[src/rtl/uart_tx_sequencer.sv]
// uart_tx_sequencer: UART transmit framer.
// A Send/Busy handshake latches one byte and its line configuration. The block
// then drives start, 7/8 data bits LSB-first, optional parity and 1/2 stop bits
// onto TxOut. Each of these bits lasts one baud tick period.
`timescale 1ns/1ps
module uart_tx_sequencer (
  input  logic       Clock,
  input  logic       Reset,
  input  logic       BaudTick,
  input  logic       Send,
  input  logic [7:0] DataIn,
  input  logic [1:0] ParityType,
  input  logic       StopBits,
  input  logic       DataLength,
  output logic       TxOut,
  output logic       Busy,
  output logic       Done
);

  typedef enum logic [2:0] {
    ST_IDLE   = 3'd0,
    ST_SYNC   = 3'd1,
    ST_START  = 3'd2,
    ST_DATA   = 3'd3,
    ST_PARITY = 3'd4,
    ST_STOP   = 3'd5
  } state_e;

  // Parity over the active data bits: even -> XOR-reduce, odd -> inverted.
  // Codes 00 and 11 carry no parity bit, so the value there is irrelevant.
  function automatic logic calc_parity(input logic [7:0] data,
                                       input logic       len8,
                                       input logic [1:0] ptype);
    logic x;
    x = len8 ? (^data) : (^data[6:0]);
    case (ptype)
      2'b01:   calc_parity = ~x;
      2'b10:   calc_parity = x;
      default: calc_parity = 1'b0;
    endcase
  endfunction

  // A parity bit is transmitted only for the odd and even codes.
  function automatic logic parity_enabled(input logic [1:0] ptype);
    parity_enabled = (ptype == 2'b01) || (ptype == 2'b10);
  endfunction

  state_e     state_q, state_d;
  logic [7:0] data_q, data_d;
  logic       par_en_q, par_en_d;
  logic       par_bit_q, par_bit_d;
  logic       two_stop_q, two_stop_d;
  logic       len8_q, len8_d;
  logic [2:0] idx_q, idx_d;
  logic       stop_q, stop_d;
  logic       tx_q, tx_d;
  logic       busy_q, busy_d;
  logic       done_q, done_d;

  logic [2:0] last_idx_s;
  logic [2:0] next_idx_s;

  assign last_idx_s = len8_q ? 3'd7 : 3'd6;
  assign next_idx_s = idx_q + 3'd1;

  // Next-state and next-output logic; every transition out of a non-idle state
  // waits for a baud tick so each line bit lasts exactly one tick period.
  always_comb begin
    state_d    = state_q;
    data_d     = data_q;
    par_en_d   = par_en_q;
    par_bit_d  = par_bit_q;
    two_stop_d = two_stop_q;
    len8_d     = len8_q;
    idx_d      = idx_q;
    stop_d     = stop_q;
    tx_d       = tx_q;
    busy_d     = busy_q;
    done_d     = 1'b0;

    case (state_q)
      ST_IDLE: begin
        tx_d = 1'b1;
        if (Send) begin
          data_d     = DataIn;
          len8_d     = DataLength;
          two_stop_d = StopBits;
          par_en_d   = parity_enabled(ParityType);
          par_bit_d  = calc_parity(DataIn, DataLength, ParityType);
          idx_d      = 3'd0;
          stop_d     = 1'b0;
          busy_d     = 1'b1;
          state_d    = ST_SYNC;
        end else begin
          busy_d  = 1'b0;
          state_d = ST_IDLE;
        end
      end

      ST_SYNC: begin
        // The tick that coincides with acceptance is never seen here.
        if (BaudTick) begin
          tx_d    = 1'b0;
          state_d = ST_START;
        end else begin
          state_d = ST_SYNC;
        end
      end

      ST_START: begin
        if (BaudTick) begin
          tx_d    = data_q[0];
          idx_d   = 3'd0;
          state_d = ST_DATA;
        end else begin
          state_d = ST_START;
        end
      end

      ST_DATA: begin
        if (BaudTick) begin
          if (idx_q != last_idx_s) begin
            tx_d  = data_q[next_idx_s];
            idx_d = next_idx_s;
          end else if (par_en_q) begin
            tx_d    = par_bit_q;
            state_d = ST_PARITY;
          end else begin
            tx_d    = 1'b1;
            stop_d  = 1'b0;
            state_d = ST_STOP;
          end
        end else begin
          state_d = ST_DATA;
        end
      end

      ST_PARITY: begin
        if (BaudTick) begin
          tx_d    = 1'b1;
          stop_d  = 1'b0;
          state_d = ST_STOP;
        end else begin
          state_d = ST_PARITY;
        end
      end

      ST_STOP: begin
        if (BaudTick) begin
          if (two_stop_q && !stop_q) begin
            stop_d = 1'b1;
          end else begin
            // Busy drops in the same cycle Done is raised.
            state_d = ST_IDLE;
            busy_d  = 1'b0;
            done_d  = 1'b1;
          end
        end else begin
          state_d = ST_STOP;
        end
      end

      default: begin
        state_d = ST_IDLE;
        tx_d    = 1'b1;
        busy_d  = 1'b0;
      end
    endcase
  end

  // State register with synchronous reset; reset aborts any frame in flight.
  always_ff @(posedge Clock) begin
    if (Reset) begin
      state_q    <= ST_IDLE;
      data_q     <= 8'h00;
      par_en_q   <= 1'b0;
      par_bit_q  <= 1'b0;
      two_stop_q <= 1'b0;
      len8_q     <= 1'b0;
      idx_q      <= 3'd0;
      stop_q     <= 1'b0;
      tx_q       <= 1'b1;
      busy_q     <= 1'b0;
      done_q     <= 1'b0;
    end else begin
      state_q    <= state_d;
      data_q     <= data_d;
      par_en_q   <= par_en_d;
      par_bit_q  <= par_bit_d;
      two_stop_q <= two_stop_d;
      len8_q     <= len8_d;
      idx_q      <= idx_d;
      stop_q     <= stop_d;
      tx_q       <= tx_d;
      busy_q     <= busy_d;
      done_q     <= done_d;
    end
  end

  assign TxOut = tx_q;
  assign Busy  = busy_q;
  assign Done  = done_q;

endmodule
[config.mk]
export PLATFORM = sky130hd
export DESIGN_NAME = uart_tx_sequencer
export DESIGN_NICKNAME = d
export VERILOG_FILES = /design/src/rtl/uart_tx_sequencer.sv
export SDC_FILE = /design/constraint.sdc
export NUM_CORES = 1
export LEC_CHECK = 0
export CAP_MARGIN = 10
export CORE_MARGIN = 3
export CORE_UTILIZATION = 30
export CTS_CLUSTER_SIZE = 20
export DETAILED_ROUTE_END_ITERATION = 10
export DONT_BUFFER_PORTS = 1
export GPL_ROUTABILITY_DRIVEN = 0
export GPL_TIMING_DRIVEN = 0
export SKIP_LAST_GASP = 1
export SLEW_MARGIN = 25
export SYNTH_ARGS = -nofsm -noshare
export SYNTH_HDL_FRONTEND = slang
export SYNTH_SLANG_ARGS = --single-unit
[constraint.sdc]
create_clock -name Clock -period 3.6 [get_ports Clock]
set_clock_uncertainty 0.2 [all_clocks]
set_input_delay 0.72 -clock Clock [delete_from_list [all_inputs] [get_ports Clock]]
set_output_delay 0.72 -clock Clock [all_outputs]
set_load 0.05 [all_outputs]
After elaboration in Yosys (flattened, before gate mapping)
Cells that the tools add are included.
Word-level totals
  register bits: 22
  input bits: 16
Operators by class
  add/subtract/negate cells: 1
  magnitude comparators: 1
  equality and inequality tests: 21
  mux-type cells: 39
  bitwise operators: 4
  reduce and logical (&&, ||, !) cells: 16
Operators with widths (number)
  2-to-1 mux 3 bit: 8
  2-to-1 mux 1 bit: 23
  inequality test 2 bit (second input constant): 11
  case mux 3 bit (6 select lines): 1
  AND reduction 5 bit: 2
  case mux 3 bit (3 select lines): 1
  AND reduction 8 bit: 1
  XOR reduction 8 bit: 1
  XOR reduction 7 bit: 1
  equality test 3 x 2 -> 1 bit (second input constant): 2
  equality test 3 bit (second input constant): 2
  inequality test 3 bit (second input constant): 2
  case mux 1 bit (5 select lines): 1
  less-than comparator 3 x 4 -> 1 bit (second input constant): 1
  inverter 1 bit: 4
  case mux 1 bit (4 select lines): 1
  AND reduction 2 bit: 2
  nonzero test 4 bit: 1
  OR reduction 4 bit: 1
  adder 3 x 1 -> 3 bit (second input constant): 1
  binary-select mux 1 bit (select 3 bit): 1
  equality test 3 x 1 -> 1 bit (second input constant): 1
  zero test 3 bit: 1
  inequality test 3 bit: 1
  11 further kinds: 11

Logic depth before layout (Yosys ltp)
Gate-level depths: netlist (run 1).
  word-level depth: 6
  mapped depth: 6
  depth with buffers taken out: 6

Least setup slack after synthesis (run 1)
No wires, ideal clock.
  path type: input-to-reg
  start: input BaudTick
  end: register idx_q[2]
  arrival time: 1.611 ns
  data required time: 3.271 ns
  slack: 1.659 ns
  stages: 6
  buffers on the path: 1
  path through: buf_2 > nand2_1 > a31o_1 > a21oi_1 > a21boi_0 > o32ai_1
Between the ends
  word-level cells in the longest chain between the ends: 2
  elaborated cells between the ends (all ways): 3
  those cells by class: eq/ne: 2; reduce/logical: 1
Ends and longest elaborated chain
  start: declaration: RTL line 9  | input logic BaudTick,
  inequality test 2 bit (no line)
  AND reduction 5 bit (no line) (*)
  end signal: assignment: RTL line 192  | idx_q <= idx_d;
  end: declaration: RTL line 54  | logic [2:0] idx_q, idx_d;
Every way passes the cells marked *; elsewhere a longest branch is shown, timed or not.
A chain may end at the register's enable or synchronous reset.

Worst setup path after layout (run 1)
  start: register idx_q[0]
  end: register tx_q, in the netlist TxOut
Between the ends
  word-level cells in the longest chain between the ends: 6
  elaborated cells between the ends (all ways): 7
  those cells by class: add/sub: 1; eq/ne: 1; mux: 5
Ends and longest elaborated chain
  adder 3 x 1 -> 3 bit: RTL line 64  | assign next_idx_s = idx_q + 3'd1;
  binary-select mux 1 bit (select 3 bit): RTL line 123  | tx_d = data_q[next_idx_s];
  2-to-1 mux 1 bit (not written as such): RTL line 123
  2-to-1 mux 1 bit (*): RTL line 122  | if (idx_q != last_idx_s) begin
  2-to-1 mux 1 bit (*): RTL line 121  | if (BaudTick) begin
  case mux 1 bit (5 select lines) (*): RTL line 81  | case (state_q)
  end signal: assignment: RTL line 194  | tx_q <= tx_d;
  end: declaration: RTL line 56  | logic tx_q, tx_d;
Every way passes the cells marked *; elsewhere a longest branch is shown, timed or not. The select of a mux whose other input is x is not followed.

==> impl_metrics.csv, run 1 <==
group,metric,value,unit
power_and_ir_drop,sequentialPowerShare,0.453,
cells_and_area,util_after_layout,0.359,
logic_synthesis,yosys.area_share.xor_xnor,0.0680,
power_and_ir_drop,power.share.clock,0.384,
global_routing,grt_overflow,0,
worst_hold_path,min_to,"data_q[4]",
power_and_ir_drop,p_int,0.451,mW
logic_synthesis,area_fraction_in_compound_gates_after_synthesis,0.201,
place,portBuffers,0,
clock_network,cts-hold-fix-buffers,0,
clock_network,cts_root_buffer,"sky130_fd_sc_hd__clkbuf_8",
global_routing,grt_first_pass_wirelength,4600,um
logic_synthesis,asyncSetResetFlopFracSynth,0,
sta,setup_violations,0,
sta,grt_setup_unrepaired,"no",
logic_synthesis,top_cell_type_s_share_of_synthesized_area,0.357,
logic_synthesis,netlist.top_cell.by_area,"sky130_fd_sc_hd__dfxtp_1",
logic_synthesis,most_frequent_cell_after_synthesis,"sky130_fd_sc_hd__nand2_1",
clock_network,clock_tree.htree_level_count,1,
logic_synthesis,synth-warning-count,0,
clock_network,post_cts_sizing,0,
drt,drt_pre_antenna_iters,4,
cells_and_area,final_cell_count_no_fill,206,
sta,layout_min_cycle_time,2.09,ns
cells_and_area,syn2layout_area_growth,10.7,%
logic_synthesis,proportion_of_synthesized_area_in_mux_cells,0.0680,
clock_network,cts_tree,"yes",
setup_path,type_of_the_setup_path_with_the_least_slack,"reg -> reg",
logic_synthesis,synth-seq-area-share,0.357,
power_and_ir_drop,power_density,443,nW/um^2
sta,timing_hold_violations_final,0,
setup_path,crit_chain,"ha_1, mux4_1, mux2i_1, nand2_1, o311ai_0, a21oi_1",
power_and_ir_drop,switching_share,0.253,
logic_synthesis,synth_enable_flop_cells,0,
worst_hold_path,min_delay_path_depth,2,
logic_synthesis,ys_ff_latch,22,
place,dpl.hpwl,2020,um
floorplanning,core,3800,um^2
drt,via_total_after_detailed_routing,1065,
power_and_ir_drop,power.net_switching,0.153,mW
setup_path,cp_data_required_time,3.54,ns
cells_and_area,n_fill_cell,412,
setup_path,reg2regPathDepth,6,
power_and_ir_drop,finalPower,0.605,mW
setup_path,crit_path_top_delay_cell,"sky130_fd_sc_hd__mux4_1",
global_routing,grt_antenna_before_repair,0,
worst_hold_path,hold_path_startpoint,"data_q[4]",
setup_path,crit_end_element,"flip-flop",
drt,antenna_left,0,
drt,post_drt_via_cell_ratio,5.17,
place,pre_cts_slack,1.50,ns
sta,hold-worst-slack,0.256,ns
sta,setup_tns,0,ns
floorplanning,floorplan.initialDensity,0.324,
power_and_ir_drop,power.share.combinational,0.162,
setup_path,reg2reg_setup_slack,1.51,ns
sta,worstMarginPinSlew,0.537,ns
sta,timing.fmax,479,MHz
logic_synthesis,synthesis.nets,173,
logic_synthesis,yosys.area_share.simple,0.219,
logic_synthesis,post_synthesis_instance_area,1230,um^2
sta,maxSlewHeadroom,0.642,
place,postPlaceCellArea,1290,um^2
floorplanning,design.die.area,4910,um^2
drt,route.detailed.drc,0,
logic_synthesis,adder_cell_share_of_the_synthesized_area,0.0305,
clock_network,worst_setup_hold_path_clk_slew,0.09,ns
drt,wire_per_inst,12.9,um
global_routing,all_layer_gr_usage,0.116,
clock_network,post_cts.repair.setup_buffers,0,
outcome,status,"finished clean",
sta,final-max-slew-violation-count,0,
global_routing,largest_net_degree_at_the_start_of_global_routing,14,
clock_network,worst_skew_pair.late_latency,0.26,ns
logic_synthesis,synth_top_family_by_area,"simple AND/OR/NAND/NOR gates",
logic_synthesis,netlist_cell_types,39,
setup_path,timing.rr.end,"TxOut",
sta,layout_worst_path_cycle_share,0.579,
clock_network,clock_sinks,22,
setup_path,r2r_path_start,"idx_q[0]",
cells_and_area,insertedDiodeCount,0,
logic_synthesis,post_synth.cell_area_avg,8.00,um^2
logic_synthesis,synth_cells,154,
floorplanning,chipHeight,70.1,um
setup_path,critPathArrivalTime,2.02,ns
drt,finalWirelength,2660,um
place,placedCellCount,202,
logic_synthesis,yosys-top-cells-area,"sky130_fd_sc_hd__dfxtp_1, sky130_fd_sc_hd__a21oi_1, sky130_fd_sc_hd__nand2_1",
floorplanning,ioPinCount,19,
floorplanning,die_width,70.1,um
logic_synthesis,post_synth_most_frequent_cells,"sky130_fd_sc_hd__nand2_1, sky130_fd_sc_hd__a21oi_1, sky130_fd_sc_hd__dfxtp_1",
cells_and_area,nNetsFinal,178,
setup_path,critPathMaxStageDelay,0.56,ns
power_and_ir_drop,power.static_leakage,0.520,nW
floorplanning,fp-row-count,22,
setup_path,critical_path_peak_fanout,5,
clock_network,tritoncts_buffers,3,
global_routing,number_of_global_route_vias_before_repair,1004,
clock_network,clk_path_buf_depth,2,
logic_synthesis,postSynth.topFlopCell,"sky130_fd_sc_hd__dfxtp_1",
cells_and_area,layout-drive-gt1-share,0.0696,
flow_run,cap_violations,0,
cells_and_area,post-route-cell-area,1360,um^2
worst_hold_path,holdCritPathClass,"reg -> reg",
drt,detail_route.iter0.violations,32,
setup_path,critPathLaunchType,"flip-flop",
power_and_ir_drop,worst_ir_drop_vdd,0.000223,V
sta,fin_ws,1.51,ns
==> layout make-up <==
type	instances	area, um^2	share of cell area
buffer	9	38.8	0.0284
inverter	8	30.0	0.0220
tap	48	60.1	0.0440
clock inverter	1	30.0	0.0220
clock buffer	3	41.3	0.0303
multi-input combinational	115	723	0.530
sequential	22	440	0.323
==> layout by cell type, fill, tap and decap left out, types with 2 or more instances in the layout <==
cell	n
sky130_fd_sc_hd__nor2_1	12
sky130_fd_sc_hd__clkbuf_8	3
sky130_fd_sc_hd__nor2b_1	3
sky130_fd_sc_hd__nor4_1	2
sky130_fd_sc_hd__ha_1	3
sky130_fd_sc_hd__mux4_1	2
sky130_fd_sc_hd__nor3_1	3
sky130_fd_sc_hd__a21oi_1	22
sky130_fd_sc_hd__o21ai_0	4
sky130_fd_sc_hd__nand2b_1	4
sky130_fd_sc_hd__xnor2_1	7
sky130_fd_sc_hd__nand3_1	4
sky130_fd_sc_hd__inv_1	8
sky130_fd_sc_hd__nand2_1	25
sky130_fd_sc_hd__mux2i_1	2
sky130_fd_sc_hd__clkbuf_1	5
sky130_fd_sc_hd__buf_2	4
sky130_fd_sc_hd__dfxtp_1	22
==> power by group through the flow <==
stage,clock [mW],sequential [mW],combinational [mW]
after floorplan,0,0.276,0.0823
after global placement,0,0.280,0.0980
after detailed placement,0,0.280,0.0987
after CTS,0.238,0.274,0.0991
after global routing,0.250,0.276,0.113
final,0.233,0.274,0.0982
==> worst max-delay path, delay by kind of cell (launching register included) <==
| family | cells | cell delay, ns |
|---|---|---|
| AOI/OAI and AO/OA | 2 | 0.26 |
| and+or+nand+nor | 1 | 0.06 |
| DFF | 1 | 0.38 |
| adders and majority gates | 1 | 0.37 |
| muxes | 2 | 0.70 |
==> per-layer routing <==
layer  GRT usage  share of wire  vias up
li1            -              -      546
met3      0.0187          0.049        2
met4      0.0447          0.013        0
met1       0.163           0.48      491
met2       0.177           0.46       26
met5           0              0        -
==> registers in the layout (all words and copies together), names as in the netlist <==
signal	cells
Busy	1
Done	1
TxOut	1
data_q	8
idx_q	3
len8_q	1
par_bit_q	1
par_en_q	1
state_q	3
stop_q	1
two_stop_q	1
==> worst max-delay path by stage <==
stage                  start  slack (ns)        to  depth (start not counted)
floorplan           BaudTick        1.66  idx_q[2]                          6
global placement    idx_q[0]        1.49     TxOut                          6
detailed placement  BaudTick        1.50  idx_q[2]                          6
CTS                 idx_q[0]        1.48     TxOut                          6
global route        idx_q[0]        1.38     TxOut                          6
finish              idx_q[0]        1.51     TxOut                          6
==> cell families (layout without fill, tap and decap cells) <==
logic type	Yosys count	in the layout
AND/OR/NAND/NOR	59	59
AO/OA/AOI/OAI	40	40
flip-flops	22	22
buffers and inverters	17	21
XOR/XNOR	8	8
multiplexers	5	5
adder cells (fa/ha/maj)	3	3
Note: power is estimated with default switching activity, not from simulation.
==> inputs of run 2 (changes only) <==
==> constraint.sdc (replaced) <==
create_clock -name Clock -period 2 [get_ports Clock]
set_clock_uncertainty 0.2 [all_clocks]
set_input_delay 0.4 -clock Clock [delete_from_list [all_inputs] [get_ports Clock]]
set_output_delay 0.4 -clock Clock [all_outputs]
set_load 0.05 [all_outputs]
==> impl_metrics.csv, run 2 (same netlist as run 1, synthesis figures left out) <==
group,metric,value,unit
floorplanning,design.die.area,4910,um^2
sta,worstMarginPinSlew,0.540,ns
floorplanning,floorplan.initialDensity,0.324,
power_and_ir_drop,worst_ir_drop_vdd,0.000401,V
place,dpl.hpwl,2020,um
drt,finalWirelength,2740,um
sta,timing.fmax,529,MHz
clock_network,clock_tree.htree_level_count,1,
power_and_ir_drop,power_density,775,nW/um^2
cells_and_area,nNetsFinal,181,
cells_and_area,mostFrequentLayoutCell,"sky130_fd_sc_hd__nand2_1",
drt,via_total_after_detailed_routing,1063,
global_routing,grt_antenna_before_repair,0,
worst_hold_path,holdCritPathClass,"in -> reg",
sta,final-max-slew-violation-count,0,
floorplanning,die_width,70.1,um
cells_and_area,final_cell_mix,"sky130_fd_sc_hd__nand2_1, sky130_fd_sc_hd__a21oi_1, sky130_fd_sc_hd__dfxtp_1, sky130_fd_sc_hd__nor2_1, sky130_fd_sc_hd__inv_1",
sta,setup_violations,0,
sta,grt_setup_unrepaired,"no",
sta,setup_tns,0,ns
setup_path,cp_data_required_time,1.94,ns
drt,post_drt_via_cell_ratio,5.09,
drt,route.detailed.drc,0,
drt,drt_pre_antenna_iters,5,
global_routing,number_of_global_route_vias_before_repair,1002,
clock_network,cts_root_buffer,"sky130_fd_sc_hd__clkbuf_8",
cells_and_area,n_fill_cell,404,
drt,antenna_left,0,
place,portBuffers,0,
cells_and_area,ff_latch_area,448,um^2
power_and_ir_drop,power.static_leakage,0.529,nW
global_routing,grt_overflow,0,
cells_and_area,max_reg_flops,8,
cells_and_area,reg_top3,"data_q x8, idx_q x3, state_q x3",
clock_network,clk_path_buf_depth,2,
floorplanning,ioPinCount,19,
clock_network,tritoncts_buffers,3,
drt,detail_route.iter0.violations,23,
cells_and_area,multi_input_area,732,um^2
cells_and_area,register_containing_the_most_flip_flops_in_the_final_layout,"data_q",
setup_path,type_of_the_setup_path_with_the_least_slack,"reg -> reg",
outcome,status,"finished clean",
sta,hold-worst-slack,0.0648,ns
setup_path,critPathLaunchType,"flip-flop",
global_routing,grt_first_pass_wirelength,4650,um
cells_and_area,layout-drive-gt1-share,0.112,
cells_and_area,insertedDiodeCount,0,
floorplanning,fp-row-count,22,
sta,layout_worst_path_cycle_share,0.946,
clock_network,cts_tree,"yes",
flow_run,cap_violations,0,
setup_path,crit_end_element,"flip-flop",
setup_path,reg2reg_setup_slack,0.11,ns
setup_path,critPathArrivalTime,1.83,ns
global_routing,all_layer_gr_usage,0.118,
floorplanning,core,3800,um^2
cells_and_area,syn2layout_area_growth,13.8,%
drt,wire_per_inst,13.1,um
sta,layout_min_cycle_time,1.89,ns
global_routing,largest_net_degree_at_the_start_of_global_routing,14,
floorplanning,chipHeight,70.1,um
sta,timing_hold_violations_final,0,
setup_path,critical_path_peak_fanout,4,
sta,maxSlewHeadroom,0.640,
clock_network,clock_sinks,22,
clock_network,worst_setup_hold_path_clk_slew,0.08,ns
clock_network,worst_skew_pair.late_latency,0.26,ns
run 2: layer usage:
metal / up-vias / track usage / part of all wire
met4: 0 / 0.0447 / 0.012
met1: 480 / 0.167 / 0.48
met2: 34 / 0.178 / 0.45
li1: 547 / - / -
met5: - / 0 / 0
met3: 2 / 0.0187 / 0.057
run 2: power by group:
group / total [mW] / internal (mW) / switching [mW]
Sequential: 0.491 / 0.462 / 0.0292
Clock: 0.417 / 0.267 / 0.150
Combinational: 0.179 / 0.0823 / 0.0970
run 2: worst paths after layout:
kind / startpoint / to / cells past startpoint
min reg2reg: data_q[4] / data_q[4] / 2
min: DataIn[2] / data_q[2] / 2
max reg2reg: idx_q[0] / TxOut / 6
max: idx_q[0] / TxOut / 6
run 2: what timing repair did:
action | in CTS | in global routing
setup endpoints to repair | 1 | 1
resized for setup | 5 | 2
buffers inserted | 0 | 3
hold buffers | 0 | 0
pin swaps | 1 | 1
run 2: final cells by class:
| cell class | count | share of cell area |
|---|---|---|
| inverter | 8 | 0.0214 |
| timing repair buffer | 3 | 0.0161 |
| clock inverter | 1 | 0.0214 |
| tap | 48 | 0.0428 |
| sequential | 22 | 0.319 |
| clock buffer | 3 | 0.0294 |
| multi-input combinational | 115 | 0.522 |
| buffer | 9 | 0.0277 |
run 2: worst max-delay path, cell delays in order (launching register included):
cell and delay, ns:
sky130_fd_sc_hd__dfxtp_4 0.37, sky130_fd_sc_hd__ha_4 0.28, sky130_fd_sc_hd__mux4_2 0.49, sky130_fd_sc_hd__mux2i_1 0.13, sky130_fd_sc_hd__nand2_1 0.06, sky130_fd_sc_hd__o311ai_1 0.11
sky130_fd_sc_hd__a21oi_1 0.13
run 2: metrics by stage:
| stage | area (um^2) | std cells | total power [mW] | util | setup slack, ns |
|---|---|---|---|---|---|
| after global routing | 1400 | 209 | 1.15 | 0.369 | 0.00955 |
| after CTS | 1380 | 206 | 1.10 | 0.364 | 0.0204 |
| after detailed placement | 1290 | 202 | 0.681 | 0.340 | -0.0974 |
| after global placement | 1290 | 202 | 0.680 | 0.340 | -0.110 |
| final | 1400 | 209 | 1.09 | 0.369 | 0.109 |
| after floorplan | 1230 | 154 | 0.646 | - | 0.117 |
==> inputs of run 3 (changes only) <==
--- a/config.mk
+++ b/config.mk
@@ -5,12 +5,12 @@
 export SDC_FILE = /design/constraint.sdc
 export NUM_CORES = 1
 export LEC_CHECK = 0
+export BUFFER_PORTS_ARGS = -buffer_cell sky130_fd_sc_hd__buf_2
 export CAP_MARGIN = 10
 export CORE_MARGIN = 3
 export CORE_UTILIZATION = 30
 export CTS_CLUSTER_SIZE = 20
 export DETAILED_ROUTE_END_ITERATION = 10
-export DONT_BUFFER_PORTS = 1
 export GPL_ROUTABILITY_DRIVEN = 0
 export GPL_TIMING_DRIVEN = 0
 export SKIP_LAST_GASP = 1
==> impl_metrics.csv, run 3 (same netlist as run 1, synthesis figures left out) <==
group,metric,value,unit
outcome,status,"finished clean",
setup_path,critical_path_peak_fanout,5,
power_and_ir_drop,power.share.combinational,0.192,
cells_and_area,syn2layout_area_growth,20.1,%
cells_and_area,n_fill_cell,412,
setup_path,cp_data_required_time,1.95,ns
sta,layout_min_cycle_time,1.90,ns
setup_path,crit_chain,"ha_4, mux4_2, mux2i_1, nand2_1, o311ai_2, a21oi_1",
clock_network,clk_path_buf_depth,2,
setup_path,path_buf_inv,0,
worst_hold_path,holdCritPathClass,"in -> reg",
place,pre_cts_slack,-0.0963,ns
global_routing,all_layer_gr_usage,0.117,
cells_and_area,register_containing_the_most_flip_flops_in_the_final_layout,"data_q",
setup_path,worst_path_dominant_cell_family,"multiplexers",
cells_and_area,layout-drive-gt1-share,0.193,
setup_path,reg2regPathDepth,6,
drt,drt_pre_antenna_iters,4,
cells_and_area,mostFrequentLayoutCell,"sky130_fd_sc_hd__nand2_1",
setup_path,path_depth,6,
power_and_ir_drop,power.net_switching,0.287,mW
place,placedCellCount,219,
floorplanning,design.die.area,4910,um^2
power_and_ir_drop,worst_ir_drop_vdd,0.000406,V
cells_and_area,util_after_layout,0.390,
power_and_ir_drop,power.share.clock,0.375,
sta,layout_worst_path_cycle_share,0.948,
flow_run,cap_violations,0,
setup_path,type_of_the_setup_path_with_the_least_slack,"reg -> reg",
drt,post_drt_via_cell_ratio,5.13,
global_routing,number_of_global_route_vias_before_repair,1082,
global_routing,grt_first_pass_wirelength,4730,um
drt,route.detailed.drc,0,
worst_hold_path,min_delay_path_depth,3,
setup_path,critPathMaxStageDelay,0.50,ns
power_and_ir_drop,power.static_leakage,0.586,nW
sta,maxSlewHeadroom,0.639,
cells_and_area,insertedDiodeCount,0,
setup_path,crit_end_element,"flip-flop",
sta,grt_setup_unrepaired,"no",
floorplanning,chipHeight,70.1,um
cells_and_area,final_cell_mix,"sky130_fd_sc_hd__nand2_1, sky130_fd_sc_hd__a21oi_1, sky130_fd_sc_hd__buf_2, sky130_fd_sc_hd__dfxtp_1, sky130_fd_sc_hd__nor2_1",
sta,fin_ws,0.103,ns
clock_network,worst_setup_hold_path_clk_slew,0.08,ns
setup_path,crit_path_top_delay_cell,"sky130_fd_sc_hd__mux4_2",
drt,via_total_after_detailed_routing,1148,
place,dpl.hpwl,2140,um
cells_and_area,final_cell_count_no_fill,224,
sta,timing_hold_violations_final,0,
clock_network,cts_tree,"yes",
sta,timing.fmax,527,MHz
power_and_ir_drop,switching_share,0.258,
drt,wire_per_inst,12.5,um
power_and_ir_drop,p_int,0.823,mW
sta,setup_violations,0,
cells_and_area,reg_top3,"data_q x8, idx_q x3, state_q x3",
clock_network,tritoncts_buffers,3,
setup_path,critPathLaunchType,"flip-flop",
cells_and_area,max_reg_flops,8,
sta,worstMarginPinSlew,0.541,ns
clock_network,cts-hold-fix-buffers,0,
cells_and_area,multi_input_area,739,um^2
floorplanning,fp-row-count,22,
global_routing,largest_net_degree_at_the_start_of_global_routing,14,
drt,finalWirelength,2800,um
drt,detail_route.iter0.violations,32,
power_and_ir_drop,sequentialPowerShare,0.433,
cells_and_area,ff_latch_area,448,um^2
sta,setup_tns,0,ns
floorplanning,ioPinCount,19,
floorplanning,floorplan.initialDensity,0.324,
setup_path,critPathArrivalTime,1.84,ns
place,portBuffers,17,
sta,final-max-slew-violation-count,0,
clock_network,cts_root_buffer,"sky130_fd_sc_hd__clkbuf_8",
global_routing,grt_overflow,0,
clock_network,clock_tree.htree_level_count,1,
floorplanning,die_width,70.1,um
drt,antenna_left,0,
clock_network,clock_sinks,22,
global_routing,grt_antenna_before_repair,0,
floorplanning,core,3800,um^2
place,postPlaceCellArea,1380,um^2
power_and_ir_drop,power_density,749,nW/um^2
clock_network,worst_skew_pair.late_latency,0.26,ns
cells_and_area,post-route-cell-area,1480,um^2
cells_and_area,nNetsFinal,196,
## run 3: per-layer routing
metal	wire length, um	track usage	vias to the layer above	part of all wire
met3	82	0.0158	6	0.029
met1	1350	0.149	538	0.48
met5	0	0	-	0
met4	62	0.0468	0	0.022
li1	-	-	579	-
met2	1310	0.197	25	0.47
## run 3: cell type report
class / instances / share of cell area
clock buffer: 3 / 0.0279
multi-input combinational: 115 / 0.500
sequential: 22 / 0.303
tap: 48 / 0.0406
clock inverter: 1 / 0.0203
inverter: 8 / 0.0203
buffer: 9 / 0.0262
timing repair buffer: 18 / 0.0626
## run 3: worst paths after layout
kind	start	endpoint	slack (ns)
worst max-delay path	idx_q[1]	TxOut	0.10
worst max register to register	idx_q[1]	TxOut	0.10
worst min register to register	data_q[6]	data_q[6]	0.26
worst min-delay path	StopBits	two_stop_q	0.17
## run 3: what timing repair did
action / CTS / global route
gates resized for setup: 5 / 3
endpoints found under the setup margin: 1 / 1
setup buffers: 0 / 1
pin swaps: 1 / 1
## run 3: worst min-delay path, cell delays in order
cell and delay (ns):
sky130_fd_sc_hd__buf_2 0.09, sky130_fd_sc_hd__nand2_1 0.05, sky130_fd_sc_hd__a21oi_1 0.05
## run 3: power by group through the flow
stage / Combinational [mW] / Sequential [mW] / Clock (mW)
6_report: 0.213 / 0.480 / 0.416
5_1_grt: 0.239 / 0.484 / 0.444
3_5_place_dp: 0.212 / 0.492 / 0
4_1_cts: 0.213 / 0.481 / 0.421
2_1_floorplan: 0.148 / 0.497 / 0
3_3_place_gp: 0.210 / 0.491 / 0
## run 3: stage by stage
step | hold WS (ns) | total power, mW
2_1_floorplan | 0.232 | 0.646
5_1_grt | 0.183 | 1.17
3_3_place_gp | 0.243 | 0.701
4_1_cts | 0.175 | 1.11
3_5_place_dp | 0.245 | 0.704
6_report | 0.169 | 1.11
